<file path="src/rtl/mul_tree_pkg.sv">
// rtl/mul_tree_pkg.sv - shared types and helpers for the bf16 multiplier tree and its collector
package mul_tree_pkg;

    localparam int DEFAULT_DW = 16;

    typedef enum logic [1:0] {
        MODE_4L  = 2'b00,
        MODE_2L  = 2'b01,
        MODE_1L  = 2'b10,
        MODE_RSV = 2'b11
    } mode_e;

    // The reserved encoding behaves like the four-lane mode.
    function automatic logic [3:0] lane_mask(input logic [1:0] mode);
        logic [3:0] m;
        case (mode_e'(mode))
            MODE_2L: m = 4'b0101;
            MODE_1L: m = 4'b0001;
            default: m = 4'b1111;
        endcase
        return m;
    endfunction

endpackage

</file>
<file path="src/rtl/sync_fifo.sv">
// rtl/sync_fifo.sv - single-clock FIFO with extra-MSB pointers and zeroed read data when empty
module sync_fifo #(
    parameter int WIDTH = 68,
    parameter int DEPTH = 4
) (
    input  logic             clk,
    input  logic             rst,
    input  logic             wr_en,
    input  logic [WIDTH-1:0] wr_data,
    input  logic             rd_en,
    output logic [WIDTH-1:0] rd_data,
    output logic             full,
    output logic             empty
);
    localparam int AW = $clog2(DEPTH);

    logic [WIDTH-1:0] mem [DEPTH];
    logic [AW:0]      wr_ptr;
    logic [AW:0]      rd_ptr;

    assign empty   = (wr_ptr == rd_ptr);
    assign full    = (wr_ptr == {~rd_ptr[AW], rd_ptr[AW-1:0]});
    assign rd_data = empty ? '0 : mem[rd_ptr[AW-1:0]];

    always_ff @(posedge clk or posedge rst) begin
        if (rst) begin
            wr_ptr <= '0;
            rd_ptr <= '0;
        end else begin
            if (wr_en) wr_ptr <= wr_ptr + 1'b1;
            if (rd_en) rd_ptr <= rd_ptr + 1'b1;
        end
    end

    // Writing into the slot being read in the same cycle is safe: the read sees the old word.
    always_ff @(posedge clk) begin
        if (wr_en) mem[wr_ptr[AW-1:0]] <= wr_data;
    end

endmodule

</file>
<file path="src/rtl/mul_tree_result_collector.sv">
// rtl/mul_tree_result_collector.sv - aligns per-lane tree products into result sets and buffers them
module mul_tree_result_collector
    import mul_tree_pkg::*;
#(
    parameter int DW    = DEFAULT_DW,
    parameter int DEPTH = 4
) (
    input  logic            clk,
    input  logic            rst,
    input  logic [1:0]      mode,
    input  logic [4*DW-1:0] in_data,
    input  logic [3:0]      in_stbs,
    output logic [4*DW-1:0] out_data,
    output logic [3:0]      out_mask,
    output logic            out_valid,
    input  logic            out_ready,
    output logic            overflow,
    output logic            collision,
    output logic [7:0]      drop_cnt
);
    localparam int SW = 4*DW + 4;

    logic [1:0]      mode_q;
    logic [3:0]      pend;
    logic [DW-1:0]   hold [4];
    logic [3:0]      act_mask;
    logic [3:0]      pend_eff;
    logic [3:0]      stb_act;
    logic            complete;
    logic [4*DW-1:0] set_data;
    logic            fifo_full;
    logic            fifo_empty;
    logic            wr_en;
    logic            rd_en;
    logic            drop;
    logic [SW-1:0]   rd_word;

    // A mode change throws away the partial set; this cycle's strobes use the new mask.
    always_comb begin
        act_mask = lane_mask(mode);
        pend_eff = (mode != mode_q) ? 4'b0000 : pend;
        stb_act  = in_stbs & act_mask;
        complete = (((pend_eff | stb_act) & act_mask) == act_mask);
        set_data = '0;
        for (int k = 0; k < 4; k++) begin
            if (stb_act[k])
                set_data[k*DW +: DW] = in_data[k*DW +: DW];
            else if (act_mask[k])
                set_data[k*DW +: DW] = hold[k];
        end
    end

    assign rd_en = ~fifo_empty & out_ready;
    assign wr_en = complete & (~fifo_full | rd_en);
    assign drop  = complete & fifo_full & ~rd_en;

    always_ff @(posedge clk or posedge rst) begin
        if (rst) begin
            mode_q    <= MODE_4L;
            pend      <= '0;
            collision <= 1'b0;
            overflow  <= 1'b0;
            drop_cnt  <= '0;
            for (int k = 0; k < 4; k++) hold[k] <= '0;
        end else begin
            mode_q <= mode;
            if (complete) begin
                pend <= '0;
            end else begin
                pend <= pend_eff | stb_act;
                if (|(stb_act & pend_eff)) collision <= 1'b1;
            end
            for (int k = 0; k < 4; k++) begin
                if (stb_act[k]) hold[k] <= in_data[k*DW +: DW];
            end
            if (drop) begin
                overflow <= 1'b1;
                if (drop_cnt != 8'hFF) drop_cnt <= drop_cnt + 8'd1;
            end
        end
    end

    sync_fifo #(
        .WIDTH (SW),
        .DEPTH (DEPTH)
    ) u_fifo (
        .clk     (clk),
        .rst     (rst),
        .wr_en   (wr_en),
        .wr_data ({act_mask, set_data}),
        .rd_en   (rd_en),
        .rd_data (rd_word),
        .full    (fifo_full),
        .empty   (fifo_empty)
    );

    assign out_valid = ~fifo_empty;
    assign out_mask  = rd_word[SW-1 -: 4];
    assign out_data  = rd_word[4*DW-1:0];

endmodule

</file>
<file path="config.mk">
export PLATFORM = sky130hd
export DESIGN_NAME = mul_tree_result_collector
export DESIGN_NICKNAME = d
export VERILOG_FILES = /design/src/rtl/mul_tree_pkg.sv /design/src/rtl/sync_fifo.sv /design/src/rtl/mul_tree_result_collector.sv
export SDC_FILE = /design/constraint.sdc
export NUM_CORES = 1
export LEC_CHECK = 0
export CAP_MARGIN = 20
export CORE_ASPECT_RATIO = 1.5
export CORE_UTILIZATION = 45
export DETAILED_ROUTE_END_ITERATION = 10
export GPL_TIMING_DRIVEN = 1
export PLACE_DENSITY = 0.66
export RECOVER_POWER = 100
export SLEW_MARGIN = 10
export SYNTH_ARGS = -nofsm -noshare
export SYNTH_HDL_FRONTEND = slang
export SYNTH_HIERARCHICAL = 1
export SYNTH_SLANG_ARGS = --single-unit
export TNS_END_PERCENT = 100
</file>
<file path="constraint.sdc">
create_clock -name clk -period 8.1 [get_ports clk]
set_clock_uncertainty 0.05 [all_clocks]
set_input_delay 1.62 -clock clk [delete_from_list [all_inputs] [get_ports clk]]
set_output_delay 1.62 -clock clk [all_outputs]
set_load 0.01 [all_outputs]
</file>
After elaboration in Yosys (flattened, before gate mapping):

Memory sizes are Yosys's and may differ from the RTL's.
Index checks and enable logic that the tools add are counted.

* muxes and demuxes: 14
* add/sub/neg operators: 3
* equal/unequal tests: 7
* bitwise gates (word level): 14
* reduce and logical (&&, ||, !) cells: 3

Operator list (count)
* 16-bit 2-to-1 mux: 8
* 68-bit 2-to-1 mux: 1
* 4-bit bitwise AND: 3
* 8-bit by 1-bit adder with 8-bit output (second input constant): 1
* 4-bit 2-to-1 mux: 2
* 8-bit inequality test (second input constant): 1
* 4-bit case mux with 2 select lines: 1
* 3-bit by 1-bit adder with 3-bit output (second input constant): 2
* 3-bit == test: 2
* 1-bit inverter: 5
* 1-bit bitwise AND: 4
* 4-bit == test: 1
* 4-bit OR: 1
* 2-bit AND reduction: 2
* 4-bit OR reduction: 1
* 2-bit by 1-bit == test with 1-bit output (second input constant): 1
* 2-bit == test (second input constant): 1
* 1-bit 2-to-1 mux: 2
* 2-bit inequality test: 1
* 1-bit OR: 1

* input port bits: 73
* memory bits (writable): 272
* memories kept: 1
* flip-flop bits (word level): 86

Memories
* u_fifo.mem: depth 4, bits a word 68, read ports 1, clocked after memory_dff 0, write ports 1, line sync_fifo.sv:17 `logic [WIDTH-1:0] mem [DEPTH];`

Depth between registers and ports, before layout:

Gate-level depths: netlist of run 1.

* word-level depth: 9
* depth in mapped cells: 10
* depth with buffers taken out: 8

Cells and area by module:

Netlist of run 1, hierarchy kept.

Modules (own cells, without submodules)
* sync_fifo: instances 1, area each 10852.9 um^2, cells each 477
* mul_tree_result_collector: instances 1, area each 3463.3 um^2, cells each 263

Worst setup path before layout of run 1:

OpenSTA, ideal clock, no wires.

* kind: input to register
* from: input mode[0]
* to: memory u_fifo.mem[3][0] (enable)
* required time: 7.615 ns
* path buffers: 2
* stages: 9
* data arrival time: 4.994 ns
* path slack: 2.621 ns
* library setup time: 0.435 ns
* path through: inv_1 > ha_1 > clkbuf_1 > inv_1 > a311oi_1 > or4_1 > buf_2 > a21oi_1 > and2_1

* longest elaborated chain between the ends: 9
* elaborated cells on any way between the ends: 12

Ends and longest elaborated chain
* from (decl): line mul_tree_result_collector.sv:10 `input logic [1:0] mode,`
* 2-bit == test or 2-bit by 1-bit == test with 1-bit output (tied branches): line mul_tree_pkg.sv:16 `case (mode_e'(mode))`
* 4-bit case mux with 2 select lines (*): line mul_tree_pkg.sv:16
* named net act_mask[1]: line mul_tree_result_collector.sv:26 `logic [3:0] act_mask;`
* 4-bit bitwise AND: line mul_tree_result_collector.sv:42 `stb_act = in_stbs & act_mask;`
* 4-bit OR: line mul_tree_result_collector.sv:43 `complete = (((pend_eff | stb_act) & act_mask) == act_mask);`
* 4-bit bitwise AND: line mul_tree_result_collector.sv:43
* 4-bit == test (*): line mul_tree_result_collector.sv:43
* 1-bit bitwise AND (*): line mul_tree_result_collector.sv:54 `assign wr_en = complete & (~fifo_full | rd_en);`
* named net wr_en: line mul_tree_result_collector.sv:33 `logic wr_en;`
* 1-bit 2-to-1 mux (*): line sync_fifo.sv:37 `if (wr_en) mem[wr_ptr[AW-1:0]] <= wr_data;`
* 1-bit 2-to-1 mux (not written as such) (*): line sync_fifo.sv:37
* to (decl): line sync_fifo.sv:17

Mark *: on every way through the listed nets, which the timed path passes. The rest lies on a longest branch.

Final worst setup path of run 1:

* from: register u_fifo.rd_ptr[1]
* to: output out_data[51]

* longest elaborated chain between the ends: 2
* elaborated cells on any way between the ends: 3

Ends and longest elaborated chain
* from (decl): line sync_fifo.sv:19 `logic [AW:0] rd_ptr;`
* from (signal assigned): line sync_fifo.sv:31 `if (rd_en) rd_ptr <= rd_ptr + 1'b1;`
* memory 4 x 68 bit or 3-bit == test (tied branches)
* 68-bit 2-to-1 mux (*): line sync_fifo.sv:23 `assign rd_data = empty ? '0 : mem[rd_ptr[AW-1:0]];`
* to (decl): line mul_tree_result_collector.sv:13 `output logic [4*DW-1:0] out_data,`

Mark *: on every way between the ends. The rest lies on a longest branch, timed or not.

==> results.toml, run 1 <==
[global_routing]
grt_pass1_vias = 7707
grt_max_degree = 72
grt.overflow.total = 0
grt_pass1_wl_um = 44300
antenna_found_initial = 0
grt_use_total_pct = 18.2

[cts]
cts_root_buf = "clkbuf_16"
cts_tree = "built"
clk_pin_slew_ns = 0.06
h-tree-depth = 2
postCtsHoldBufs = 0
cts_sinks = 358
clock_latency_ns = 0.51
cts_buffers = 34
clk_path_buf_depth = 3
post_cts_resized = 0
cts_setup_buffers = 0

[logic_synthesis]
syn_inst = 740
ys.flop_type = "edfxtp_1"
synth-seq-cells = 358
synth_edf_count = 272
syn_avg_cell_area_um2 = 19.3
synth_area_leaders = "edfxtp_1 (57%), dfrtp_1 (15%), mux4_2 (11%), o31a_1 (4.2%), mux2_2 (4.0%)"
postSynth.asyncResetShare_pct = 24.0
synth_common_cells = "edfxtp_1 (272), dfrtp_1 (86), mux4_2 (68), o31a_1 (68), and2_1 (53)"
synth.most_common_cell = "edfxtp_1"
syn_area_um2 = 14300
synth_cell_type_count = 38
synth_largest_area_cell = "edfxtp_1"
yosys_warnings = 6
synth_top_area_share_pct = 57.1
yosysSeqAreaShare_pct = 72.1

[critical_path]
crit_path_max_fanout = 50
crit_type = "flop to output port"
cp.arrival_ns = 4.66
startpoint_type = "flop"
end_kind = "output port"
critical_path_required_ns = 6.43

[timing]
slew_headroom_pct = -30.2
hold_viol = 0
worst_slew_pin_slew_ns = 1.95
fin_setup_tns_ns = 0
period_needed_ns = 6.33
drv_slew = 179
fin_hold_ws_ns = 0.418
post-route-period-util_pct = 78.2
timing.final.ws_setup_ns = 1.77
fmax_ghz = 0.158
grt_setup_unrepaired = "false"
setup_violations = 0

[floorplan]
num_rows = 79
initial_core_util_pct = 46.0
ios = 152
core_um2 = 31100
die_h_um = 220
die_w_um = 148
dieArea_um2 = 32500

[route]
postRouteAntennaNets = 0
drtPass1Iterations = 6
drc = 0
viasPerCell = 5.51
drt_iter0_drc = 389
vias = 7268
wl_um = 28700
wl_per_cell_um = 21.7

[layout]
instances_no_fill = 1319
finish.instance_area_um2 = 17400
area.growth.synth_to_final_pct = 21.7
num_antenna_cells = 0
drive_above_1_share_pct = 16.3
nets = 970
final_util_pct = 55.9

[pwr]
p_sw_share_pct = 31.5
pwr-share-comb_pct = 36.0
worst_ir_drop_vdd_mv = 0.241
clkPwrFrac_pct = 25.8
p_int_mw = 4.35
p_leak_nw = 6.01
power_switching_mw = 2.00
totalPowerFinal_mw = 6.35
pwr-share-seq_pct = 38.1
p_per_area_nw_per_um2 = 365

[place]
place_inst = 1255
dp_slack_ns = 2.38
place_area_um2 = 16200
port_buffers = 151
dp_hpwl_um = 16900
globalplace.congestion = 0.748

[run_status]
violations = "capacitance limit, slew limit"
status = "finished, violations left"

[run]
maxCapViolCount = 4

[hold_path]
hold_class = "flop to flop"
registers in the layout, summed over array words and instances, names as in the netlist:
| signal | flops |
|---|---|
| pend | 4 |
| mode_q | 2 |
| overflow | 1 |
| collision | 1 |
| u_fifo/rd_ptr | 3 |
| u_fifo/mem | 272 |
| u_fifo/wr_ptr | 3 |
| hold | 64 |
| drop_cnt | 8 |
final timing paths:
path | from | to | slack, ns | depth (start not counted)
worst max-delay path | u_fifo/rd_ptr[1] | out_data[51] | 1.77 | 5
worst min-delay path | collision | collision | 0.42 | 1
worst max register to register | u_fifo/rd_ptr[1] | u_fifo/mem[1][44] | 1.80 | 8
worst min register to register | collision | collision | 0.42 | 1
max in group asynchronous | rst | hold[48] | 4.90 | 3
min in group asynchronous | rst | u_fifo/rd_ptr[1] | 1.53 | 2
worst max-delay path, cell delays in order (launching register included):
cell	delay, ns
dfrtp_4	0.82
buf_12	0.32
xor2_1	1.38
buf_4	0.70
o31a_1	0.26
dlygate4sd3_1	0.63
placed cells by master, fill, tap and decap left out, drive strengths merged, types with 8 or more instances in the layout:
cell / instances
and2: 53
buf: 8
clkbuf: 49
clkdlybuf4s50: 68
clkinv: 8
dfrtp: 86
dlygate4sd3: 83
edfxtp: 272
inv: 9
mux2: 66
mux4: 68
nand2: 8
o31a: 68
xor2: 10
cell families (layout without fill, tap and decap cells):
family	count (synthesis)	count (layout)	share of synthesized area (%)
xor gates and xnor gates	17	17	1.20
DFF	358	358	72.1
and+or+nand+nor	82	82	3.36
other	1	4	0.0262
AOI/OAI and AO/OA	82	82	4.86
muxes	134	134	15.9
adders and majority gates	7	7	0.612
buffers and inverters	59	230	1.97
power groups by stage:
stage | Combinational, mW | Clock [mW] | Sequential [mW]
final | 2.29 | 1.64 | 2.42
after global routing | 2.47 | 1.74 | 2.45
after CTS | 2.44 | 1.67 | 2.47
after detailed placement | 2.42 | 0 | 2.51
after global placement | 2.41 | 0 | 2.50
after floorplan | 1.50 | 0 | 2.35
cell type report:
| type | instances | area, µm² |
|---|---|---|
| multi-input cells | 326 | 3750 |
| inverters | 10 | 38.8 |
| fillers | 2353 | 13700 |
| clock inverters | 12 | 166 |
| clock buffers | 48 | 1010 |
| repair buffers | 160 | 1620 |
| well taps | 405 | 507 |
| flip-flops and latches | 358 | 10300 |
per-layer routing:
layer	up-vias	global-route usage [%]	wire length, µm
met5	-	0	0
met1	3759	22.9	11400
met2	202	31.9	15000
li1	3248	-	-
met3	59	2.54	1390
met4	0	7.39	891
No activity file was read; power rests on OpenSTA's default activity.
==> inputs of run 2 (changes only) <==
PLACE_DENSITY = 0.68   (was 0.66)
clock period = 5.33 ns   (was 8.1 ns; I/O delays follow)
==> run 2 against run 1 <==
The flow still finishes with violations (capacitance limit, slew limit). Sequential power grew 47%. Hold slack better by 0.0084 ns. Final cell count rose by 1.1%. Critical path type is now input port to flop. Critical endpoint is now u_fifo/mem[2][50]. Highest routed layer unchanged.
==> results.toml, run 2 (synthesis results as in run 1) <==
[critical_path]
ff2ff_path_depth = 6
end_kind = "flop"
startpoint_type = "input port"
crit_type = "input port to flop"
cp.arrival_ns = 4.69
crit_path_max_fanout = 24
critical_path_required_ns = 5.49

[global_routing]
grt_pass1_vias = 7571
antenna_found_initial = 0
grt_max_degree = 61
grt_pass1_wl_um = 45100
grt.overflow.total = 0
grt_use_total_pct = 18.7

[cts]
clk_path_buf_depth = 3
cts_tree = "built"
clk_pin_slew_ns = 0.06
cts_sinks = 358
postCtsHoldBufs = 0
post_cts_resized = 0
cts_root_buf = "clkbuf_16"
clock_latency_ns = 0.51
cts_setup_buffers = 0
cts_buffers = 34
h-tree-depth = 2

[timing]
drv_slew = 60
fmax_ghz = 0.221
fin_setup_tns_ns = 0
hold_viol = 0
slew_headroom_pct = -105
setup_violations = 0
fin_hold_ws_ns = 0.426
grt_setup_unrepaired = "false"
post-route-period-util_pct = 85.1
period_needed_ns = 4.53
timing.final.ws_setup_ns = 0.796
worst_slew_pin_slew_ns = 3.05

[layout]
final_common_cell = "edfxtp_1"
area.growth.synth_to_final_pct = 22.5
drive_above_1_share_pct = 17.7
nets = 983
instances_no_fill = 1334
nFillCells = 2426
largest_reg_flops = 272
num_antenna_cells = 0
mostFrequentLayoutCells = "edfxtp_1 (272), dfrtp_1 (85), dlygate4sd3_1 (81)"

[route]
wl_per_cell_um = 22.0
drtPass1Iterations = 5
postRouteAntennaNets = 0
drt_iter0_drc = 372
drc = 0
wl_um = 29400
viasPerCell = 5.48
vias = 7310

[floorplan]
dieArea_um2 = 32500
die_w_um = 148
num_rows = 79
ios = 152
die_h_um = 220
core_um2 = 31100
initial_core_util_pct = 46.0

[run]
maxCapViolCount = 1

[place]
dp_hpwl_um = 18900
dp_slack_ns = 0.875
globalplace.congestion = 0.741
place_inst = 1272
port_buffers = 151

[hold_path]
hold_depth = 1
hold_class = "flop to flop"

[pwr]
p_leak_nw = 6.06
worst_ir_drop_vdd_mv = 0.311
p_per_area_nw_per_um2 = 552

[run_status]
violations = "capacitance limit, slew limit"
status = "finished, violations left"
[run 2: cell count changes in the layout (fill, tap and decap cells not counted), moves of 2 or more]
cell | previous run | this run
mux2_1 | 52 | 49
clkbuf_8 | 4 | 2
and2_2 | 2 | 0
clkdlybuf4s50_1 | 68 | 70
clkinvlp_4 | 0 | 2
clkbuf_1 | 8 | 13
buf_12 | 2 | 8
and2_4 | 1 | 4
dlygate4sd3_1 | 83 | 81
buf_4 | 5 | 11
mux2_2 | 14 | 17
[run 2: final cells by class]
class | instances | area (µm²) | area share, %
Inverter | 10 | 38.8 | 0.221
Timing Repair Buffer | 173 | 1770 | 10.1
Clock buffer | 49 | 991 | 5.65
Tap cell | 405 | 507 | 2.89
Clock inverter | 13 | 140 | 0.799
Multi-Input combinational cell | 326 | 3780 | 21.5
Sequential cell | 358 | 10300 | 58.8
[run 2: power by group]
part | internal, mW | total [mW] | switching [mW]
clock | 1.44 | 2.43 | 0.984
sequential | 3.42 | 3.56 | 0.143
combinational | 1.76 | 3.69 | 1.93
[run 2: layer usage]
metal	routed length (µm)	vias up	global-route usage, %
met3	1230	35	2.82
met5	0	-	0
met2	15900	189	34.2
met4	618	0	5.50
met1	11600	3802	22.7
li1	-	3284	-
[run 2: final timing paths]
kind                                          end             start  slack [ns]
worst max-delay path            u_fifo/mem[2][50]        in_stbs[0]        0.80
worst min-delay path                    collision         collision        0.43
worst max register to register  u_fifo/mem[2][50]  u_fifo/rd_ptr[1]        1.54
worst min register to register          collision         collision        0.43
max in group asynchronous                hold[21]               rst        1.21
min in group asynchronous        u_fifo/rd_ptr[1]               rst        0.97
[run 2: critical path: stages]
cell,delay [ns]
dlygate4sd3_1,0.52
clkbuf_1,1.00
a31oi_1,0.18
or4_1,0.63
a21oi_1,0.48
and2_4,0.52
buf_4,0.28
[run 2: per-stage QoR]
step,utilization [%],cell area [µm²],power (mW)
6_report,56.3,17500,9.68
5_1_grt,56.3,17500,10.2
4_1_cts,56.4,17600,10.0
3_5_place_dp,52.8,16400,7.59
3_3_place_gp,52.8,16400,7.56
2_1_floorplan,-,14300,5.85
==> inputs of run 3 (changes only) <==
ABC_CLOCK_PERIOD_IN_PS = 5330   (was default)
CORE_UTILIZATION = 40   (was 45)
PLACE_DENSITY = default   (was 0.68)
==> run 3 against run 2 <==
The run still ends with capacitance limit, slew limit left. Die area grew 12%. Critical path depth is 2 lower. Power grew 1.2%. Setup slack got worse by 0.090 ns. Final cell count up 5.4%. First-iteration DRC count up 9.4%. Count of clock-buffer cells in the layout down 2. Sequential cell count stayed put. Routed wire length rose by 5.2%. Maximum frequency is 1.9% lower. Hold slack gained 0.0032 ns. Via count is 0.31% lower. Highest routed layer is now met5.
==> results.toml, run 3 (synthesis results as in run 1) <==
[run_status]
status = "finished, violations left"
violations = "capacitance limit, slew limit"

[critical_path]
crit_type = "flop to output port"
r2r-end = "u_fifo/mem[1][7]"
crit_path_max_fanout = 38
end_kind = "output port"
r2r_slack_ns = 0.86
critical_path_required_ns = 4.21
cp.arrival_ns = 3.51
r2r_start = "u_fifo/rd_ptr[1]"
ff2ff_path_depth = 7
startpoint_type = "flop"

[timing]
fin_setup_tns_ns = 0
drv_slew = 76
fmax_ghz = 0.216
setup_violations = 0
period_needed_ns = 4.62
hold_viol = 0
post-route-period-util_pct = 86.8
grt_setup_unrepaired = "false"
worst_slew_pin_slew_ns = 2.50
slew_headroom_pct = -67.8

[layout]
mostFrequentLayoutCells = "edfxtp_1 (272), dfrtp_1 (84), dlygate4sd3_1 (79)"
num_antenna_cells = 0
nFillCells = 2932
largest_reg_flops = 272
final_util_pct = 50.3
final_common_cell = "edfxtp_1"
nets = 987
seq_area_um2 = 10300
area.growth.synth_to_final_pct = 23.4
drive_above_1_share_pct = 18.2
multi_input_area_um2 = 3770
finish.instance_area_um2 = 17700

[floorplan]
die_w_um = 156
ios = 152
num_rows = 84
initial_core_util_pct = 40.8
core_um2 = 35100
die_h_um = 234
dieArea_um2 = 36600

[cts]
cts_setup_buffers = 0
clock_latency_ns = 0.52
post_cts_resized = 0
cts_root_buf = "clkbuf_16"
postCtsHoldBufs = 0
cts_sinks = 358
cts_buffers = 35
h-tree-depth = 2
clk_path_buf_depth = 3
cts_tree = "built"
clk_pin_slew_ns = 0.06

[place]
globalplace.congestion = 0.741
dp_hpwl_um = 19800
port_buffers = 151
place_area_um2 = 16500

[global_routing]
grt_pass1_vias = 7827
grt_max_degree = 71
grt_use_total_pct = 17.6
grt.overflow.total = 0
grt_pass1_wl_um = 47400
antenna_found_initial = 1

[pwr]
p_per_area_nw_per_um2 = 554
p_leak_nw = 6.09
worst_ir_drop_vdd_mv = 0.303

[route]
wl_um = 30900
drt_iter0_drc = 407
drc = 0
vias = 7287
postRouteAntennaNets = 0
viasPerCell = 5.18
wl_per_cell_um = 22.0
drtPass1Iterations = 4

[run]
maxCapViolCount = 2

[hold_path]
hold_start = "hold[22]"
worstHoldEndpoint = "hold[22]"
hold_depth = 1
hold_class = "flop to flop"
[run 3: changes by cell type in the layout (fill, tap and decap cells not counted), moves of 2 or more]
cell | before | now
clkinv_4 | 0 | 2
clkbuf_8 | 2 | 4
dlygate4sd3_1 | 81 | 79
clkinv_2 | 4 | 6
clkdlybuf4s50_1 | 70 | 72
clkinvlp_4 | 2 | 0
[run 3: per-layer routing]
layer / GRT usage (%) / share of wire (%) / vias to the layer above
met5: 0 / 0.055 / -
met1: 21.4 / 39 / 3793
li1: - / - / 3271
met2: 31.8 / 54 / 175
met3: 3.08 / 4.7 / 46
met4: 5.18 / 2.1 / 2
[run 3: how the worst max path moves through the flow]
stage	startpoint	to	slack, ns
after floorplan	mode[0]	u_fifo/mem[3][0]	0.41
after global placement	mode[0]	u_fifo/mem[2][19]	0.80
after detailed placement	mode[0]	u_fifo/mem[2][20]	0.75
after CTS	u_fifo/rd_ptr[1]	out_data[31]	1.12
after global routing	u_fifo/rd_ptr[1]	out_valid	0.53
final	u_fifo/rd_ptr[1]	out_valid	0.71
[run 3: critical path, cell delays in order, from the launching register on]
cell	delay [ns]
dfrtp_4	0.83
xor2_4	0.21
clkbuf_1	0.99
nor3_1	0.27
inv_1	0.12
clkdlybuf4s50_1	0.54
[run 3: power breakdown]
group	internal, mW	switching, mW
sequential	3.42	0.184
clock	1.47	1.02
combinational	1.76	1.94
[run 3: final cells by class]
| type | instances | share of cell area [%] |
|---|---|---|
| clock buffer | 47 | 5.68 |
| inverter | 10 | 0.220 |
| timing repair buffer | 176 | 10.0 |
| tap | 473 | 3.35 |
| multi-input combinational | 326 | 21.3 |
| clock inverter | 16 | 0.886 |
| sequential | 358 | 58.5 |
[run 3: through the flow]
stage          setup slack (ns)  hold slack (ns)  total power [mW]  std cells
6_report                  0.706            0.430              9.79       1406
5_1_grt                   0.532            0.444              10.3       1406
4_1_cts                    1.12            0.431              10.2       1406
3_5_place_dp              0.754            0.419              7.68       1343
3_3_place_gp              0.797            0.406              7.65       1343
2_1_floorplan             0.405            0.398              5.85        743
